**src/rtl/rf_pkg.sv**
```systemverilog
// Shared register-file constants and the write-back entry layout used by the
// write-back queue and its storage FIFO.
package rf_pkg;

  localparam int ADDR_W = 4;
  localparam int DATA_W = 16;
  localparam int ERR_W  = 8;

  localparam logic [ADDR_W-1:0] REG_ZERO   = 4'd0;
  localparam logic [ADDR_W-1:0] REG_ISZERO = 4'd3;
  localparam logic [ADDR_W-1:0] REG_ACC    = 4'd15;

  localparam int NUM_REGS = int'(REG_ACC) + 1;

  // Tag fields sit in the MSBs so the FIFO can expose them for scoreboarding.
  typedef struct packed {
    logic [ADDR_W-1:0] wa;
    logic              wr_en;
    logic              z_en;
  } wb_tag_t;

  typedef struct packed {
    wb_tag_t           tag;
    logic [DATA_W-1:0] data;
    logic [DATA_W-1:0] z_data;
  } wb_entry_t;

  localparam int TAG_W   = $bits(wb_tag_t);
  localparam int ENTRY_W = $bits(wb_entry_t);

  // R0 is hard-wired and R3 is owned by the iszero path.
  function automatic logic is_legal_wa(input logic [ADDR_W-1:0] wa);
    return (wa != REG_ZERO) && (wa != REG_ISZERO);
  endfunction

endpackage

```
**src/rtl/wb_fifo.sv**
```systemverilog
// Synchronous FIFO with wrapping pointers and a separate occupancy counter;
// also exposes the tag bits and validity of every slot for scoreboarding.
module wb_fifo #(
  parameter int WIDTH = 8,
  parameter int TAG_W = 4,
  parameter int DEPTH = 2
) (
  input  logic                        clock,
  input  logic                        rst_n,
  input  logic                        push,
  input  logic                        pop,
  input  logic                        flush,
  input  logic [WIDTH-1:0]            wdata,
  output logic [WIDTH-1:0]            rdata,
  output logic                        full,
  output logic                        empty,
  output logic [DEPTH-1:0][TAG_W-1:0] slot_tags,
  output logic [DEPTH-1:0]            slot_valid
);

  localparam int PTR_W = $clog2(DEPTH);
  localparam int CNT_W = PTR_W + 1;

  logic [DEPTH-1:0][WIDTH-1:0] mem;
  logic [PTR_W-1:0]            wr_ptr;
  logic [PTR_W-1:0]            rd_ptr;
  logic [CNT_W-1:0]            count;

  assign rdata = mem[rd_ptr];
  assign full  = (count == CNT_W'(DEPTH));
  assign empty = (count == '0);

  // Caller guarantees push only when not full and pop only when not empty;
  // flush overrides both.
  always_ff @(posedge clock or negedge rst_n) begin
    if (!rst_n) begin
      // NOTE: storage is reset too so a reset leaves no stale entry behind;
      // affordable because DEPTH is at most 8.
      mem    <= '0;
      wr_ptr <= '0;
      rd_ptr <= '0;
      count  <= '0;
    end else if (flush) begin
      wr_ptr <= '0;
      rd_ptr <= '0;
      count  <= '0;
    end else begin
      // NOTE: sequential state uses non-blocking assignments so every register
      // samples pre-edge values regardless of statement order.
      if (push) begin
        mem[wr_ptr] <= wdata;
        wr_ptr      <= wr_ptr + PTR_W'(1);
      end
      if (pop) rd_ptr <= rd_ptr + PTR_W'(1);
      case ({push, pop})
        2'b10:   count <= count + CNT_W'(1);
        2'b01:   count <= count - CNT_W'(1);
        default: count <= count;
      endcase
    end
  end

  always_comb begin
    logic [PTR_W-1:0] offset;
    // NOTE: every combinational output gets a default before the loop so no
    // path leaves it unassigned and no latch is inferred.
    offset     = '0;
    slot_valid = '0;
    slot_tags  = '0;
    for (int i = 0; i < DEPTH; i++) begin
      offset        = PTR_W'(i) - rd_ptr;
      slot_valid[i] = ({1'b0, offset} < count);
      slot_tags[i]  = mem[i][WIDTH-1 -: TAG_W];
    end
  end

endmodule

```
**src/rtl/wb_queue.sv**
```systemverilog
// Write-back queue between ALU/decoder and the register file: buffers entries,
// suppresses illegal writes, and publishes a pending-write scoreboard.
module wb_queue
  import rf_pkg::*;
#(
  parameter int DEPTH = 2
) (
  input  logic                clock,
  input  logic                rst_n,
  input  logic                in_valid,
  output logic                in_ready,
  input  logic [ADDR_W-1:0]   in_wa,
  input  logic [DATA_W-1:0]   in_data,
  input  logic                in_wr_en,
  input  logic                in_z_en,
  input  logic [DATA_W-1:0]   in_z_data,
  input  logic                stall,
  input  logic                flush,
  output logic [ADDR_W-1:0]   wa,
  output logic [DATA_W-1:0]   write_data,
  output logic                reg_write,
  output logic [DATA_W-1:0]   iszero_data,
  output logic                iszero_write,
  output logic [NUM_REGS-1:0] pending,
  output logic [ERR_W-1:0]    err_cnt
);

  logic                        full;
  logic                        empty;
  logic                        push;
  logic                        pop;
  logic                        illegal;
  wb_entry_t                   in_entry;
  wb_entry_t                   head;
  logic [DEPTH-1:0][TAG_W-1:0] slot_tags;
  logic [DEPTH-1:0]            slot_valid;

  assign in_ready = !full;
  assign push     = in_valid && in_ready && !flush;
  assign pop      = !empty && !stall && !flush;
  assign illegal  = in_wr_en && !is_legal_wa(in_wa);

  // The stored wr_en already has the illegal write stripped out.
  assign in_entry = '{tag:    '{wa: in_wa, wr_en: in_wr_en && !illegal, z_en: in_z_en},
                      data:   in_data,
                      z_data: in_z_data};

  wb_fifo #(
    .WIDTH (ENTRY_W),
    .TAG_W (TAG_W),
    .DEPTH (DEPTH)
  ) u_fifo (
    .clock      (clock),
    .rst_n      (rst_n),
    .push       (push),
    .pop        (pop),
    .flush      (flush),
    .wdata      (in_entry),
    .rdata      (head),
    .full       (full),
    .empty      (empty),
    .slot_tags  (slot_tags),
    .slot_valid (slot_valid)
  );

  always_ff @(posedge clock or negedge rst_n) begin
    if (!rst_n) begin
      wa           <= '0;
      write_data   <= '0;
      iszero_data  <= '0;
      reg_write    <= 1'b0;
      iszero_write <= 1'b0;
      err_cnt      <= '0;
    end else begin
      reg_write    <= pop && head.tag.wr_en;
      iszero_write <= pop && head.tag.z_en;
      if (pop) begin
        wa          <= head.tag.wa;
        write_data  <= head.data;
        iszero_data <= head.z_data;
      end
      if (push && illegal && (err_cnt != '1)) err_cnt <= err_cnt + ERR_W'(1);
    end
  end

  // A presented entry still counts as pending during its strobe cycle.
  always_comb begin
    wb_tag_t t;
    t       = '0;
    pending = '0;
    for (int i = 0; i < DEPTH; i++) begin
      t = wb_tag_t'(slot_tags[i]);
      if (slot_valid[i] && t.wr_en) pending[t.wa]      = 1'b1;
      if (slot_valid[i] && t.z_en)  pending[REG_ISZERO] = 1'b1;
    end
    if (reg_write)    pending[wa]         = 1'b1;
    if (iszero_write) pending[REG_ISZERO] = 1'b1;
  end

endmodule
```
**config.mk**
```make
export PLATFORM = sky130hd
export DESIGN_NAME = wb_queue
export DESIGN_NICKNAME = d
export VERILOG_FILES = /design/src/rtl/rf_pkg.sv /design/src/rtl/wb_fifo.sv /design/src/rtl/wb_queue.sv
export SDC_FILE = /design/constraint.sdc
export NUM_CORES = 1
export LEC_CHECK = 0
export CAP_MARGIN = 30
export CORE_MARGIN = 2
export CORE_UTILIZATION = 52
export DETAILED_ROUTE_END_ITERATION = 6
export PLACE_DENSITY = 0.87
export SYNTH_ARGS = -nofsm -noshare
export SYNTH_HDL_FRONTEND = slang
export SYNTH_SLANG_ARGS = --single-unit
```
**constraint.sdc**
```tcl
create_clock -name clock -period 2.4 [get_ports clock]
set_input_delay 0.36 -clock clock [delete_from_list [all_inputs] [get_ports clock]]
set_output_delay 0.36 -clock clock [all_outputs]
set_load 0.03 [all_outputs]
```
After elaboration in Yosys (flattened, before gate mapping)
Cells that the tools add are included.

operators by class
  add/subtract/negate cells = 7
  $lt $le $gt $ge = 11
  eq/ne operators = 5
  mux-type cells = 23
  bitwise logic cells = 3
  reduce and logical (&&, ||, !) cells = 31

operators with widths
  kind                 count
  $mux 38              3
  $bwmux 76            1
  $mux 16              3
  $demux 38 s1         1
  $or 16x16->16        2
  $logic_and 1x1->1    19
  $lt 4x5->1 const B   3
  $demux 1 s4          3
  $ge 4x1->1 const B   3
  $mux 1               10
  $add 8x1->8 const B  1
  $ne 8x8->1 const B   1
  $logic_not 1->1      6
  $eq 2x2->1 const B   2
  $lt 1x2->1           2
  $lt 1x2->1 const B   2
  $ne 4x2->1 const B   1
  $pmux 2 s2           1
  $reduce_bool 2->1    2
  $reduce_bool 4->1    1
  $reduce_bool 3->1    1
  $add 1x1->1 const B  2
  $add 2x1->2 const B  1
  $eq 2x1->1 const B   1
  other kinds (7)      8

word-level totals
  register bits after elaboration = 126
  input bits = 43
  logic and storage cells = 91

Depth between registers and ports, before layout
Gate-level depths: netlist of run 1.

  word-level depth = 12
  mapped depth = 7
  gate-level depth less buffers = 5

Modules after synthesis
From an unflattened synthesis of run 1, not the netlist that was laid out.

second synthesis, totals
  cells, all modules = 436
  area total of the unflattened synthesis = 6019.5 um^2

modules (own cells, without submodules)
  module    instances  cells each  area an instance (um^2)
  wb_fifo   1          238         3772.4
  wb_queue  1          198         2247.2

Worst setup path before layout of run 1
OpenSTA, ideal clock, no wires.

  kind = flip-flop to output port
  start = reg u_fifo.rd_ptr
  end = out pending[8]
  data arrival time = 2051 ps
  data required time = 2040 ps
  slack = -11 ps
  stages on the path, launching flop included = 6
  path buffers = 1
  cells stage by stage = dfrtp_1 -> clkbuf_1 -> inv_1 -> a21o_1 -> nand4b_1 -> o311ai_0

on the way
  longest elaborated chain between the ends = 8
  elaborated cells on any way between the ends = 11
  those cells by class = 2 x add/sub; 2 x order compare; 3 x mux; 2 x bitwise; 2 x reduce/logical

RTL lines
  what                            line            RTL
  start: declaration              wb_fifo.sv:26   logic [PTR_W-1:0] rd_ptr;
  start signal: assignment        wb_fifo.sv:54   if (pop) rd_ptr <= rd_ptr + PTR_W'(1);
  $sub 1x1->1                     wb_fifo.sv:71   offset = PTR_W'(i) - rd_ptr;
  $lt 1x2->1                      wb_fifo.sv:72   slot_valid[i] = ({1'b0, offset} < count);
  $logic_and 1x1->1               wb_queue.sv:93  if (slot_valid[i] && t.wr_en) pending[t.wa] = 1'b1;
  $mux 16                         wb_queue.sv:93
  $or 16x16->16 (no source line)  n/a
  $mux 16 (*)                     wb_queue.sv:93
  $or 16x16->16 (no source line)  n/a
  $mux 16 (*)                     wb_queue.sv:96  if (reg_write) pending[wa] = 1'b1;
  end: declaration                wb_queue.sv:24  output logic [NUM_REGS-1:0] pending,

Mark *: on every way between the ends. The rest lies on a longest branch, timed or not.

Worst setup path in the final report of run 1
  start = reg u_fifo.rd_ptr
  end = out pending[1]

The elaborated chain is that of the path after synthesis.

==> results.md, run 1 <==
- Status: complete, but fails checks
- Failing checks: negative setup slack
- # fillers: 758
- Sw Share: 31.20%
- Post-Route Skew: 0.004692 ns
- CTS Buffer Depth: 2
- Final nets: 635
- Final Hold Viols: 0
- Die Span Y: 108.3 um
- Vias in the first global route: between 4k and 5k
- Worst IR Drop VDD: approximately 0.00071 V
- TritonCTS clock tree: done
- ANT nets after route: 0
- Syn-to-layout area delta: 35.61%
- Reg power frac: between 30% and 40%
- I/O Buffers: 105
- # IOs: around 110
- Kind of critical path: flop to output pin
- RSZ-0062 raised after global routing: true
- Floorplan core area: 0.01075 mm2
- Top post-synthesis cells by count: 126 x dfrtp_1, 66 x mux2_2, 49 x nor2_1
- CP Launch Type: flop
- Tmin final: ~2.4 ns
- Leading post-synthesis cells by cell area: dfrtp_1 56%, mux2_2 13%, mux2i_1 6.9%, a21oi_1 3.5%, nor2_1 3.3%
- CTS Sinks: about 130
- FF+latch count, synth: 126
- Avg Inst Size Synth: 12.04 um2
- Internal power: 0.005678 W
- Drt wl/cell: 18.84 um
- Hold Crit Class: primary input to asynchronous set/reset pin
- Cts bufs inserted: 17
- Std-Cell Rows: 38
- Cell variety after synth: 48
- CP Capture Type: output pin
- Top_reg_cell synth: dfrtp_1
- GRT Util Overall: between 20% and 30%
- Iteration-0 DRC count of the detailed router: ~360
- Switching power: between 0.002 and 0.003 W
- Share of the synthesized area in the top cell type: between 50% and 60%
- Dominant cell by count in the synthesized netlist: dfrtp_1
- Die ar.: 0.01173 mm2
- Reg area: 0.003157 mm2
- Clock Latency Late Sink: around 0.53 ns
- Leak Pwr: ~3.2 nW
- Sum of negative setup slack: -0.02507 ns
- Post-Synthesis Cells: 470
- Fin. max-slew vios: 0
- GR Overflow Total: 0
- PnR worst setup slack: -0.02507 ns
- Via count: 4332
- Crit-path max FO: 4
- Sequential area share after synthesis: 55.74%
- Die span in x: 108.3 um
- Yosys warning count: 0
- Mapped Nets: 514
- Reg-to-Reg Start: u_fifo.count[1]$_DFFE_PN0P_
- Async SR Flop Fraction: 100.0%
- Root buf cell: clkbuf_8
- Ant. Diodes: 0
- Fmax: 412.4 MHz
- Clock transition at the registers of the reported paths: 0.06 ns
- Pwr Total: 0.008254 W
- Clock network power share: 34.2%
- Residual DRC: 0
- Post-DP HPWL: 8585 um
- Via density: approximately 5.8
- Yosys top cell by area: dfrtp_1
- Synthesized area: between 0.005 and 0.006 mm2
- H-tree level count: 4
- DR pass1 iterations: 6
- Routability cong.: 0.9020
- Layout cells sized above 1: 25.33%
- Max Cap Viol: 0
- Least-Margin Pin Slew: ~0.69 ns
- P per Cell Area: 1076 mW/mm2
- Rel. slew slack: roughly 54%
- Final period utilization: 101.0%
- Initial Utilization: 52.64%
- Worst path required time: 2.04 ns
- First-pass GRT wire length: 21880 um
- Initial antenna violation count: 0
- Worst setup path start: u_fifo.rd_ptr$_DFFE_PN0P_
- Logic pwr share: 26.8%
- Hold WS: 0.4099 ns
- Post-synth EDFFs: 0
- Multi-input gate area: 0.002394 mm2
- Post-Route WL: 14020 um
- Setup violations, final: 1
- Largest net degree at the start of global routing: 73
- Critical path arrival: 2.07 ns
[path summary, 6_finish.rpt]
check | to | slack (ns) | cells past startpoint
worst max-delay path | pending[1] | -0.03 | 6
worst min-delay path | err_cnt[7]$_DFFE_PN0P_ | 0.41 | 2
worst max register to register | err_cnt[3]$_DFFE_PN0P_ | 0.42 | 4
worst min register to register | u_fifo.mem[67]$_DFFE_PN0P_ | 0.50 | 1
max in group asynchronous | u_fifo.mem[18]$_DFFE_PN0P_ | 1.20 | 3
min in group clock | u_fifo.mem[67]$_DFFE_PN0P_ | 0.46 | 2
[metrics by stage]
step                area (um2)  setup slack, ns  std cells  util, %
floorplan                 5657           0.3489        470        -
global placement          6870           0.1355        701    63.94
detailed placement        6870           0.1158        701    63.94
CTS                       7575         -0.06600        735    70.49
global route              7671          -0.1263        744    71.39
finish                    7671         -0.02507        744    71.39
[critical path: stages (launching register included)]
cell and delay, ns:
dfrtp_2 0.46, a21oi_2 0.27, nor4bb_1 0.09, buf_4 0.16, a22oi_1 0.20, o21ai_0 0.17, buf_4 0.20
[state kept, by name, summed over array words and instances, names as in the netlist]
signal and count:
reg_write 1, u_fifo.wr_ptr 1, iszero_data 16, u_fifo.slot_tags 12, u_fifo.count 2, u_fifo.mem 64, u_fifo.rd_ptr 1, write_data 16
iszero_write 1, err_cnt 8, wa 4
[logic make-up after synthesis]
| family | after synthesis | synth area share [%] |
|---|---|---|
| adder cells (fa/ha/maj) | 1 | 0.2212 |
| AO/OA/AOI/OAI | 78 | 8.317 |
| XOR/XNOR | 6 | 0.9290 |
| multiplexers | 115 | 22.03 |
| buffers and inverters | 31 | 2.588 |
| AND/OR/NAND/NOR | 113 | 10.17 |
| flip-flops | 126 | 55.74 |
[layout by cell type (no fill, tap or decap), types with 3 or more instances in the layout]
| cell | instances |
|---|---|
| nand2b_1 | 6 |
| nand3_1 | 11 |
| mux2_1 | 10 |
| bufinv_16 | 6 |
| inv_1 | 3 |
| clkinv_2 | 3 |
| dfrtp_1 | 123 |
| o31ai_1 | 3 |
| nor2_1 | 48 |
| clkinvlp_4 | 4 |
| a22oi_1 | 7 |
| buf_12 | 5 |
| clkbuf_16 | 17 |
| a31oi_1 | 3 |
| nor2b_1 | 4 |
| xor2_1 | 5 |
| and3_1 | 3 |
| o211ai_1 | 7 |
| mux2_2 | 66 |
| mux2i_1 | 39 |
| nand2_1 | 16 |
| buf_4 | 34 |
| o21ai_0 | 9 |
| dfrtp_2 | 3 |
| nand4_1 | 3 |
| clkdlybuf4s50_1 | 87 |
| nor3_1 | 5 |
| a21oi_1 | 38 |
[per-layer routing]
layer / part of all wire [%] / GRT usage, %
met5: 0 / 0
met4: 1.9 / 9.615
met3: 7.9 / 7.896
met2: 50 / 39.58
met1: 40 / 31.48
[cell type report]
cell class / count / share of cell area, %
clock buffer: 17 / 5.399
clock inverter: 15 / 3.164
inverter: 4 / 0.1957
multi-input combinational: 313 / 31.20
sequential: 126 / 41.15
tap: 140 / 2.283
timing repair buffer: 129 / 16.60
[power groups by stage]
stage                     registers, W  logic (W)  clock network [W]
after global routing           0.00329    0.00237            0.00298
after global placement         0.00319    0.00210                  0
after floorplan                0.00353   0.000924                  0
after detailed placement       0.00322    0.00216                  0
after CTS                      0.00320    0.00219            0.00287
final                          0.00322    0.00221            0.00282
[timing repair]
action / CTS / global route
endpoints found under the hold margin: 50 / 0
endpoints found under the setup margin: 16 / 16
hold buffers: 1 / 0
buffers inserted: 1 / 8
pin swaps: 1 / 3
resized for setup: 7 / 5
cloned: 0 / 1
Power figures use the tool's default switching activity.
==> inputs of run 2 (changes only) <==
--- a/config.mk
+++ b/config.mk
@@ -6,7 +6,6 @@
 export NUM_CORES = 1
 export LEC_CHECK = 0
 export CAP_MARGIN = 30
-export CORE_MARGIN = 2
 export CORE_UTILIZATION = 52
 export DETAILED_ROUTE_END_ITERATION = 6
 export PLACE_DENSITY = 0.87
==> results.md, run 2 (same netlist as run 1, synthesis figures left out) <==
- Status: completed (was complete, but fails checks)
- Syn-to-layout area delta: 33.95% (was 35.61%)
- Vias in the first global route: 4434 (was 4366)
- Worst setup path start: u_fifo.count[0]$_DFFE_PN0P_ (was u_fifo.rd_ptr$_DFFE_PN0P_)
- Drt wl/cell: 17.90 um (was 18.84 um)
- Die span in x: 106.3 um (was 108.3 um)
- H-tree level count: 4 (unchanged)
- Layout cells sized above 1: 24.75% (was 25.33%)
- Final nets: 629 (was 635)
- Critical-path cell list: buf_4 -> nor2b_4 -> inv_1 -> clkdlybuf4s50_1 (was a21oi_2 -> nor4bb_1 -> buf_4 -> a22oi_1 -> o21ai_0 -> buf_4)
- Max reg flops: 64 (unchanged)
- CP Launch Type: flop (unchanged)
- Reg power frac: 39.7% (was 39.0%)
- Critical path arrival: 1.99 ns (was 2.07 ns)
- GRT Util Overall: 25.07% (was 24.72%)
- First-pass GRT wire length: 21780 um (was 21880 um)
- Leak Pwr: 3.143 nW (was 3.182 nW)
- Critical-path top delay cell: clkdlybuf4s50_1 (was dfrtp_2)
- Sw Share: 31.47% (was 31.20%)
- Post-DP HPWL: 8396 um (was 8585 um)
- Biggest regs: u_fifo.mem (64), iszero_data (16), write_data (16) (unchanged)
- Root buf cell: clkbuf_8 (unchanged)
- Max Cap Viol: 0 (unchanged)
- Fin. max-slew vios: 0 (unchanged)
- Switching power: 0.002557 W (was 0.002575 W)
- Max incr delay on CP: 0.60 ns (was 0.46 ns)
- Fmax: 424.8 MHz (was 412.4 MHz)
- Internal power: 0.005568 W (was 0.005678 W)
- Least-Margin Pin Slew: 0.6958 ns (was 0.6945 ns)
- Most common cell after layout, fill and taps aside: dfrtp_1 (unchanged)
- Clock network power share: 33.6% (was 34.2%)
- CTS Buffer Depth: 2 (unchanged)
- Std-Cell Rows: 37 (was 38)
- Routability cong.: 0.8841 (was 0.9020)
- # IOs: 106 (unchanged)
- Tmin final: 2.354 ns (was 2.425 ns)
- Die Span Y: 106.3 um (was 108.3 um)
- Initial antenna violation count: 0 (unchanged)
- Hold Crit Class: primary input to asynchronous set/reset pin (unchanged)
- Logic pwr share: 26.7% (was 26.8%)
- Post-Route WL: 13140 um (was 14020 um)
- Rel. slew slack: 53.61% (was 53.70%)
- Pwr Total: 0.008125 W (was 0.008254 W)
- Reg2Reg Depth: 5 (was 4)
- Worst R2R End: err_cnt[1]$_DFFE_PN0P_ (was err_cnt[3]$_DFFE_PN0P_)
- Placed inst area: 0.006845 mm2 (was 0.006870 mm2)
- Worst path required time: 2.04 ns (about the same)
- Final core occ: 72.74% (was 71.39%)
- Kind of critical path: flop to output pin (unchanged)
- Final Hold Viols: 0 (unchanged)
- Worst reg-to-reg setup slack: 0.47 ns (was 0.42 ns)
- DR pass1 iterations: 4 (was 6)
- Ant. Diodes: 0 (unchanged)
- Clock Latency Late Sink: 0.50 ns (was 0.53 ns)
- PnR worst setup slack: 0.04597 ns (was -0.02507 ns)
- Final period utilization: 98.08% (was 101.0%)
- Post-route cell area: 0.007577 mm2 (was 0.007671 mm2)
- CP Capture Type: output pin (unchanged)
- P per Cell Area: 1072 mW/mm2 (was 1076 mW/mm2)
- TritonCTS clock tree: done (unchanged)
- Post-Route Skew: 0.006732 ns (was 0.004692 ns)
- Reg-to-Reg Start: u_fifo.count[0]$_DFFE_PN0P_ (was u_fifo.count[1]$_DFFE_PN0P_)
- Iteration-0 DRC count of the detailed router: 174 (was 356)
- Via density: 5.653 (was 5.823)
- RSZ-0062 raised after global routing: true (unchanged)
- ANT nets after route: 0 (unchanged)
- Residual DRC: 0 (unchanged)
- Setup violations, final: 0 (was 1)
- Largest net degree at the start of global routing: 127 (was 73)
- Top reg by flops: u_fifo.mem (unchanged)
- CTS Sinks: 126 (unchanged)
- Commonest cells after routing, fill and taps aside: 123 x dfrtp_1, 88 x clkdlybuf4s50_1, 66 x mux2_2 (was 123 x dfrtp_1, 87 x clkdlybuf4s50_1, 66 x mux2_2)
- Initial Utilization: 54.31% (was 52.64%)
- Worst IR Drop VDD: 0.0006828 V (was 0.0007107 V)
- Floorplan core area: 0.01042 mm2 (was 0.01075 mm2)
- Clock transition at the registers of the reported paths: 0.06 ns (about the same)
- Crit-path max FO: 6 (was 4)
- GR Overflow Total: 0 (unchanged)
- Post-place setup slack: 0.1262 ns (was 0.1158 ns)
- Worst Setup EP: in_ready (was pending[1])
- Via count: 4149 (was 4332)
- Die ar.: 0.01130 mm2 (was 0.01173 mm2)
- Cts bufs inserted: 17 (unchanged)
- I/O Buffers: 105 (unchanged)
-- run 2: how the worst min path moves through the flow --
stage                                       to  depth (start not counted)
detailed placement  u_fifo.mem[68]$_DFFE_PN0P_                          1
floorplan               err_cnt[0]$_DFFE_PN0P_                          0
global route        u_fifo.mem[66]$_DFFE_PN0P_                          2
CTS                 u_fifo.mem[66]$_DFFE_PN0P_                          2
global placement    u_fifo.mem[66]$_DFFE_PN0P_                          1
finish              u_fifo.mem[12]$_DFFE_PN0P_                          3
-- run 2: metrics by stage --
step | TNS, ns | instances | hold WS [ns]
CTS | 0 | 729 | 0.4678
global route | -0.03075 | 734 | 0.4824
finish | 0 | 734 | 0.4535
global placement | 0 | 696 | 0.4735
floorplan | 0 | 470 | 0.06441
detailed placement | 0 | 696 | 0.4856
-- run 2: per-layer routing --
metal / GRT usage [%] / wire length, um
met5: 0 / 0
met4: 11.01 / 150
met3: 5.518 / 837
met2: 42.25 / 6690
met1: 30.99 / 5464
-- run 2: cell type report --
cell class	count	area, um2
tap	136	170.2
inverter	4	15.01
sequential	126	3157
timing repair buffer	123	1184
multi-input combinational	313	2417
clock buffer	19	421.7
clock inverter	13	212.7
fill	694	2839
-- run 2: critical path: cells and delay by family, from the launching register on --
kind                   cells  cell delay, ns
buffers and inverters      3            0.86
DFF                        1            0.46
and+or+nand+nor            1            0.16
-- run 2: power by group through the flow --
stage	Combinational, W	Clock [W]	Sequential (W)
6_report	0.00217	0.00273	0.00323
3_5_place_dp	0.00215	0	0.00323
2_1_floorplan	0.000924	0	0.00353
3_3_place_gp	0.00208	0	0.00319
4_1_cts	0.00217	0.00278	0.00322
5_1_grt	0.00232	0.00287	0.00330
-- run 2: timing repair --
item | in CTS | in global routing
resized for setup | 7 | 5
hold buffers | 1 | 0
endpoints found under the hold margin | 123 | 0
pin swaps | 0 | 3
setup endpoints to repair | 16 | 16
setup buffers | 0 | 5
